==> config.mk <==
export PLATFORM = sky130hd
export DESIGN_NAME = maxpool2d_flat
export DESIGN_NICKNAME = d
export VERILOG_FILES = /design/src/rtl/maxpool2d_pkg.sv /design/src/rtl/maxpool2d_if.sv /design/src/rtl/maxpool2d_pool_linebuf.sv /design/src/rtl/maxpool2d.sv /design/src/flat_wrapper.sv
export SDC_FILE = /design/constraint.sdc
export NUM_CORES = 1
export LEC_CHECK = 0
export BUFFER_PORTS_ARGS = -buffer_cell sky130_fd_sc_hd__buf_2
export CAP_MARGIN = 10
export CORE_MARGIN = 3
export CORE_UTILIZATION = 45
export CTS_CLUSTER_DIAMETER = 100
export DETAILED_ROUTE_END_ITERATION = 8
export PLACE_DENSITY = 0.68
export SYNTH_ARGS = -nofsm -noshare
export SYNTH_HDL_FRONTEND = slang
export SYNTH_SLANG_ARGS = --single-unit
export TNS_END_PERCENT = 5
==> constraint.sdc <==
create_clock -name clk -period 14.17 [get_ports clk]
set_input_delay 0.7085 -clock clk [delete_from_list [all_inputs] [get_ports clk]]
set_output_delay 0.7085 -clock clk [all_outputs]
set_load 0.02 [all_outputs]
==> src/rtl/maxpool2d_pkg.sv <==
// maxpool2d shared types and helpers.
// Signed max / relu on a wide lane, plus a lane-slice macro.
package maxpool2d_pkg;

  localparam int XW    = 64;
  localparam int DEF_W = 48;

  function automatic logic signed [XW-1:0] smax(
    input logic signed [XW-1:0] a,
    input logic signed [XW-1:0] b
  );
    return (a > b) ? a : b;
  endfunction

  function automatic logic signed [XW-1:0] relu(
    input logic signed [XW-1:0] x
  );
    return x[XW-1] ? '0 : x;
  endfunction

endpackage

`ifndef LANE
`define LANE(bus, c) bus[(c)*N +: N]
`endif

==> src/rtl/maxpool2d_if.sv <==
// Pixel stream in / pooled stream out.
// master: upstream+sink side, slave: the pooling stage.
interface maxpool2d_if
  import maxpool2d_pkg::*;
#(
  parameter int W = DEF_W
);
  logic         input_vld;
  logic [W-1:0] input_din;
  logic         input_end;
  logic [W-1:0] pool_dout;
  logic         pool_dout_vld;
  logic         pool_dout_end;

  modport master (
    output input_vld, input_din, input_end,
    input  pool_dout, pool_dout_vld, pool_dout_end
  );

  modport slave (
    input  input_vld, input_din, input_end,
    output pool_dout, pool_dout_vld, pool_dout_end
  );
endinterface

==> src/rtl/maxpool2d_pool_linebuf.sv <==
// Half-row buffer of horizontal pair maxima.
// Ports: clk, we/addr/wdata sync write, rdata async read.
module pool_linebuf
  import maxpool2d_pkg::*;
#(
  parameter int W     = DEF_W,
  parameter int DEPTH = 3,
  parameter int AW    = 2
)(
  input  logic          clk,
  input  logic          we,
  input  logic [AW-1:0] addr,
  input  logic [W-1:0]  wdata,
  output logic [W-1:0]  rdata
);
  logic [W-1:0] mem [DEPTH];

  always_ff @(posedge clk) begin
    if (we) mem[addr] <= wdata;
  end

  assign rdata = mem[addr];
endmodule

==> src/rtl/maxpool2d.sv <==
// 2x2 stride-2 signed max-pool with optional fused ReLU.
// Ports: clk, rst_n, ce, bus (slave: pixel in, pooled out).
module maxpool2d
  import maxpool2d_pkg::*;
#(
  parameter int N       = 16,
  parameter int CHANNEL = 3,
  parameter int SIZE    = 6,
  parameter int RELU    = 1
)(
  input  logic       clk,
  input  logic       rst_n,
  input  logic       ce,
  maxpool2d_if.slave bus
);
  localparam int W    = CHANNEL * N;
  localparam int CW   = $clog2(SIZE);
  localparam int HALF = SIZE / 2;
  localparam int AW   = (HALF > 1) ? $clog2(HALF) : 1;

  if (SIZE % 2 != 0) begin : g_chk
    $error("maxpool2d: SIZE must be even");
  end

  logic [CW-1:0] col;
  logic [CW-1:0] row;
  logic [W-1:0]  hold;
  logic [W-1:0]  h;
  logic [W-1:0]  lb;
  logic [W-1:0]  p_out;
  logic          acc;
  logic          col_last;
  logic          row_last;
  logic          we;
  logic [AW-1:0] addr;

  assign acc      = ce & bus.input_vld;
  assign col_last = (col == CW'(SIZE - 1));
  assign row_last = (row == CW'(SIZE - 1));
  assign addr     = AW'(col >> 1);
  // even rows park the pair max; odd rows consume it
  assign we       = acc & col[0] & ~row[0];

  pool_linebuf #(
    .W     (W),
    .DEPTH (HALF),
    .AW    (AW)
  ) u_lb (
    .clk   (clk),
    .we    (we),
    .addr  (addr),
    .wdata (h),
    .rdata (lb)
  );

  for (genvar c = 0; c < CHANNEL; c++) begin : g_lane
    logic signed [N-1:0] a_hold;
    logic signed [N-1:0] a_din;
    logic signed [N-1:0] a_lb;
    logic signed [N-1:0] a_h;
    logic signed [N-1:0] a_p;
    logic signed [N-1:0] a_o;

    assign a_hold = `LANE(hold, c);
    assign a_din  = `LANE(bus.input_din, c);
    assign a_lb   = `LANE(lb, c);
    assign a_h    = N'(smax(XW'(a_hold), XW'(a_din)));
    assign a_p    = N'(smax(XW'(a_lb), XW'(a_h)));
    assign a_o    = (RELU != 0) ? N'(relu(XW'(a_p)))
                                : a_p;

    assign `LANE(h, c)     = a_h;
    assign `LANE(p_out, c) = a_o;
  end

  always_ff @(posedge clk or negedge rst_n) begin
    if (!rst_n) begin
      col               <= '0;
      row               <= '0;
      hold              <= '0;
      bus.pool_dout     <= '0;
      bus.pool_dout_vld <= 1'b0;
      bus.pool_dout_end <= 1'b0;
    end else if (ce) begin
      bus.pool_dout_vld <= 1'b0;
      bus.pool_dout_end <= 1'b0;
      if (bus.input_vld) begin
        col <= col_last ? '0 : col + 1'b1;
        if (col_last) begin
          row <= row_last ? '0 : row + 1'b1;
        end
        if (!col[0]) begin
          hold <= bus.input_din;
        end else if (row[0]) begin
          bus.pool_dout     <= p_out;
          bus.pool_dout_vld <= 1'b1;
          bus.pool_dout_end <= row_last & col_last;
        end
      end
    end
  end

  a_end: assert property (
    @(posedge clk) disable iff (!rst_n)
    (acc && bus.input_end) |-> (row_last && col_last)
  ) else $error("maxpool2d: input_end off last beat");

endmodule
==> src/flat_wrapper.sv <==
// flat-port wrapper written by rule: the top's interface ports become plain ports
module maxpool2d_flat import maxpool2d_pkg::*;
#(
  parameter int N       = 16,
  parameter int CHANNEL = 3,
  parameter int SIZE    = 6,
  parameter int RELU    = 1
)
  (clk, rst_n, ce, bus_input_vld, bus_input_din, bus_input_end, bus_pool_dout, bus_pool_dout_vld, bus_pool_dout_end);
  maxpool2d_if bus_i ();
  input  logic clk;
  input  logic rst_n;
  input  logic ce;
  input wire logic [$bits(bus_i.input_vld)-1:0] bus_input_vld;
  input wire logic [$bits(bus_i.input_din)-1:0] bus_input_din;
  input wire logic [$bits(bus_i.input_end)-1:0] bus_input_end;
  output wire logic [$bits(bus_i.pool_dout)-1:0] bus_pool_dout;
  output wire logic [$bits(bus_i.pool_dout_vld)-1:0] bus_pool_dout_vld;
  output wire logic [$bits(bus_i.pool_dout_end)-1:0] bus_pool_dout_end;
  assign bus_i.input_vld = bus_input_vld;
  assign bus_i.input_din = bus_input_din;
  assign bus_i.input_end = bus_input_end;
  assign bus_pool_dout = bus_i.pool_dout;
  assign bus_pool_dout_vld = bus_i.pool_dout_vld;
  assign bus_pool_dout_end = bus_i.pool_dout_end;
  maxpool2d #(.N(N), .CHANNEL(CHANNEL), .SIZE(SIZE), .RELU(RELU)) u_core (.clk(clk), .rst_n(rst_n), .ce(ce), .bus(bus_i));
endmodule
==> impl_results.md <==
* Status: finished, final reports clean
* Async S/R FF share, synth at 41.2%
* LEAKAGE at between 6 and 7 nW
* Synthesized area at 0.0129 sq mm
* Arrival @ worst endpoint at 6200 ps
* # setup viols final at 0
* Main synth FF type: edfxtp_1
* Final worst-path cycle share at ~41%
* Yosys Warn Count at 0
* # Max-Cap Violations at 0
* Gr busiest metal: met2
* Mapped Avg Cell Area at roughly 11 sq um
* Initial antenna violation count at 2
* Die span in x at 175 microns
* Vias per std cell at between 5 and 6
* Global-route wire length before repair at roughly 47000 microns
* CTS resizes at 0
* Layout cell share with drive strength beyond 1 at approximately 16%
* Num Clock Sinks at approximately 250
* First-pass DRT Iterations at 7
* Setup TNS at 0 ps
* Total track usage at 19.0%
* Clock Skew at 28.4 ps
* Hpwl dp at 19900 microns
* Drt wl/cell at around 18 microns
* Commonest non-fill, non-tap cell in the layout: nand2_1
* Area Growth Syn to Fin at 13.2%
* Initial Util at 46.1%
* Boundary pin count at between 100 and 150
* Number of global-route vias before repair at 8903
* M2 GR Usage at 31.9%
* Power density over the cells at 203 mW/mm^2
* Core Region at 0.0280 sq mm
* GRT overflow at 0
* Netlist cell types at 74
* FP Rows at 61
* CTS Buf Count at 27
* DRT Wirelength at 29500 microns
* Clock Latency Late Sink at approximately 540 ps
* Die H at roughly 180 microns
* Final worst path period need at 5790 ps
* GRT met3 Usage at 2.92%
* # Post-CTS Setup Buffers at 0
* Worst Max-Slew Pin Slew at 1030 ps
* Final hold violation count at 0
* Sequential area share after synthesis at 53.0%
* Synth Register Bits at 245
* Post-DRT Antenna Nets at 0
* CTS clk-pin slew, worst paths at 60 ps
* RSZ-0062 raised after global routing: false
* Highest-count cells in the layout ignoring fill and taps: nand2_1, edfxtp_1, inv_1
* VDD IR max at 0.109 mV
* Slew Viols, Final at 0
* Post-synth EDFFs at 144
* Total die area at 0.0308 sq mm
* First DRT Iteration DRCs at 605
* CTS tree: done
* Number of diodes at 0
* GR Util met1 at 26.2%
* CP Class: flop to flop
* Crit-path max FO at 15
* Crit. End Element: flop
* Largest net degree at the start of global routing at 64
* Finished Core Util at 52.2%
* Crit start category: flop
* Cells after synthesis at ~1200
* Root Buffer: clkbuf_16
* Pre-CTS setup slack at between 8000 and 9000 ps
* Hold slack at 176 ps
* IO buf count at 98
* Worst-case clock buffer depth at 3
* Hold_buf cts at 0
* Min-delay worst type: input port to async pin
* PnR Total Power at ~3 mW
* Via count at 8968
* Max Clk Rate at 173 MHz
* Worst slew margin at 31.3%
* DRC violations left at 0
* CP required at 14580 ps
* Final setup margin at 8380 ps
* H-tree depth at 1
* Layout Nets at 1402
* Routability cong. at approximately 0.84
## cell type report
| class | instances | area [sq um] |
|---|---|---|
| multi-input combinational | 740 | 5370 |
| timing repair buffer | 111 | 591 |
| tap | 378 | 473 |
| clock buffer | 37 | 713 |
| fill | 2557 | 13400 |
| clock inverter | 13 | 139 |
| inverter | 131 | 492 |
| sequential | 245 | 6850 |
## cell families (layout without fill, tap and decap cells)
| logic type | Yosys count | count (layout) | synth area share [%] |
|---|---|---|---|
| flip-flops | 245 | 245 | 53.0 |
| multiplexers | 99 | 99 | 7.90 |
| other | 1 | 3 | 0.0290 |
| AND/OR/NAND/NOR | 296 | 296 | 10.9 |
| AO/OA/AOI/OAI | 248 | 248 | 13.4 |
| XOR/XNOR | 1 | 1 | 0.0678 |
| buffers and inverters | 180 | 292 | 5.61 |
| adder cells (fa/ha/maj) | 93 | 93 | 9.00 |
## worst max-delay path, cell delays in order (launching register included)
cell      delay (ps)
dfrtp_1          400
ha_1             290
nor2b_1          140
o211ai_1         150
a21oi_1          120
o21ai_0          330
a21o_1           170
and3b_1          830
mux2i_1          510
ha_1             340
a21oi_1          140
nor2_1            60
o21ai_0          310
and3_1           230
o21ai_0           90
o31ai_1          330
a2111o_1         140
nand4_1          630
o221ai_1         470
## registers in the layout, summed over array words and instances (netlist names)
signal,cells
u_core.bus.pool_dout,45
u_core.bus.pool_dout_end,1
u_core.bus.pool_dout_vld,1
u_core.col,3
u_core.hold,48
u_core.row,3
u_core.u_lb.mem,144
## worst paths after layout
check	startpoint	end	slack [ps]	depth (start not counted)
min	rst_n	u_core.bus.pool_dout[3]	180	1
min reg2reg	u_core.bus.pool_dout[37]	u_core.bus.pool_dout[37]	490	2
max	u_core.hold[17]	u_core.bus.pool_dout[26]	8380	18
min in group clk	bus_input_din[9]	u_core.hold[9]	450	3
max in group asynchronous	rst_n	u_core.col[1]	12600	2
max reg2reg	u_core.hold[17]	u_core.bus.pool_dout[26]	8380	18
## report_power, final
part           switching [mW]  internal, mW  total (mW)
Combinational           0.762         0.477        1.24
Clock                   0.276         0.405       0.681
Sequential              0.114         0.933        1.05
## synthesized netlist by cell type (all sizes together) (2+ instances only)
cell type	instances	area share, %
a211oi	12	0.74
a21o	14	0.81
a21oi	30	1.2
a31oi	2	0.097
and3	5	0.28
and4	5	0.36
buf	16	0.83
clkbuf	33	0.97
dfrtp	101	20
edfxtp	144	33
ha	93	9.0
inv	131	3.8
mux2	18	1.6
mux2i	81	6.3
nand2	162	4.7
nand2b	6	0.29
nand3	26	1.0
nand3b	3	0.17
nand4	18	0.99
nor2	27	0.80
nor2b	10	0.48
nor3	14	0.66
nor4	3	0.15
o211ai	7	0.51
o21a	29	1.7
o21ai	90	3.5
o21bai	4	0.23
o221ai	30	2.0
o311ai	13	1.3
o31ai	3	0.21
or2	8	0.41
or3	3	0.15
## stage by stage
stage                     area [sq um]  std cells
after floorplan                  12900       1165
after global placement           13800       1605
after detailed placement         13800       1605
after CTS                        14600       1655
after global routing             14600       1655
final                            14600       1655
## layer usage
layer  part of all wire [%]  vias to the layer above
met4                    1.7                        4
met1                     46                     4375
met2                     47                      175
li1                       -                     4372
met3                    4.7                       42
met5                  0.071                        -
Note: power is estimated with default switching activity, not from simulation.
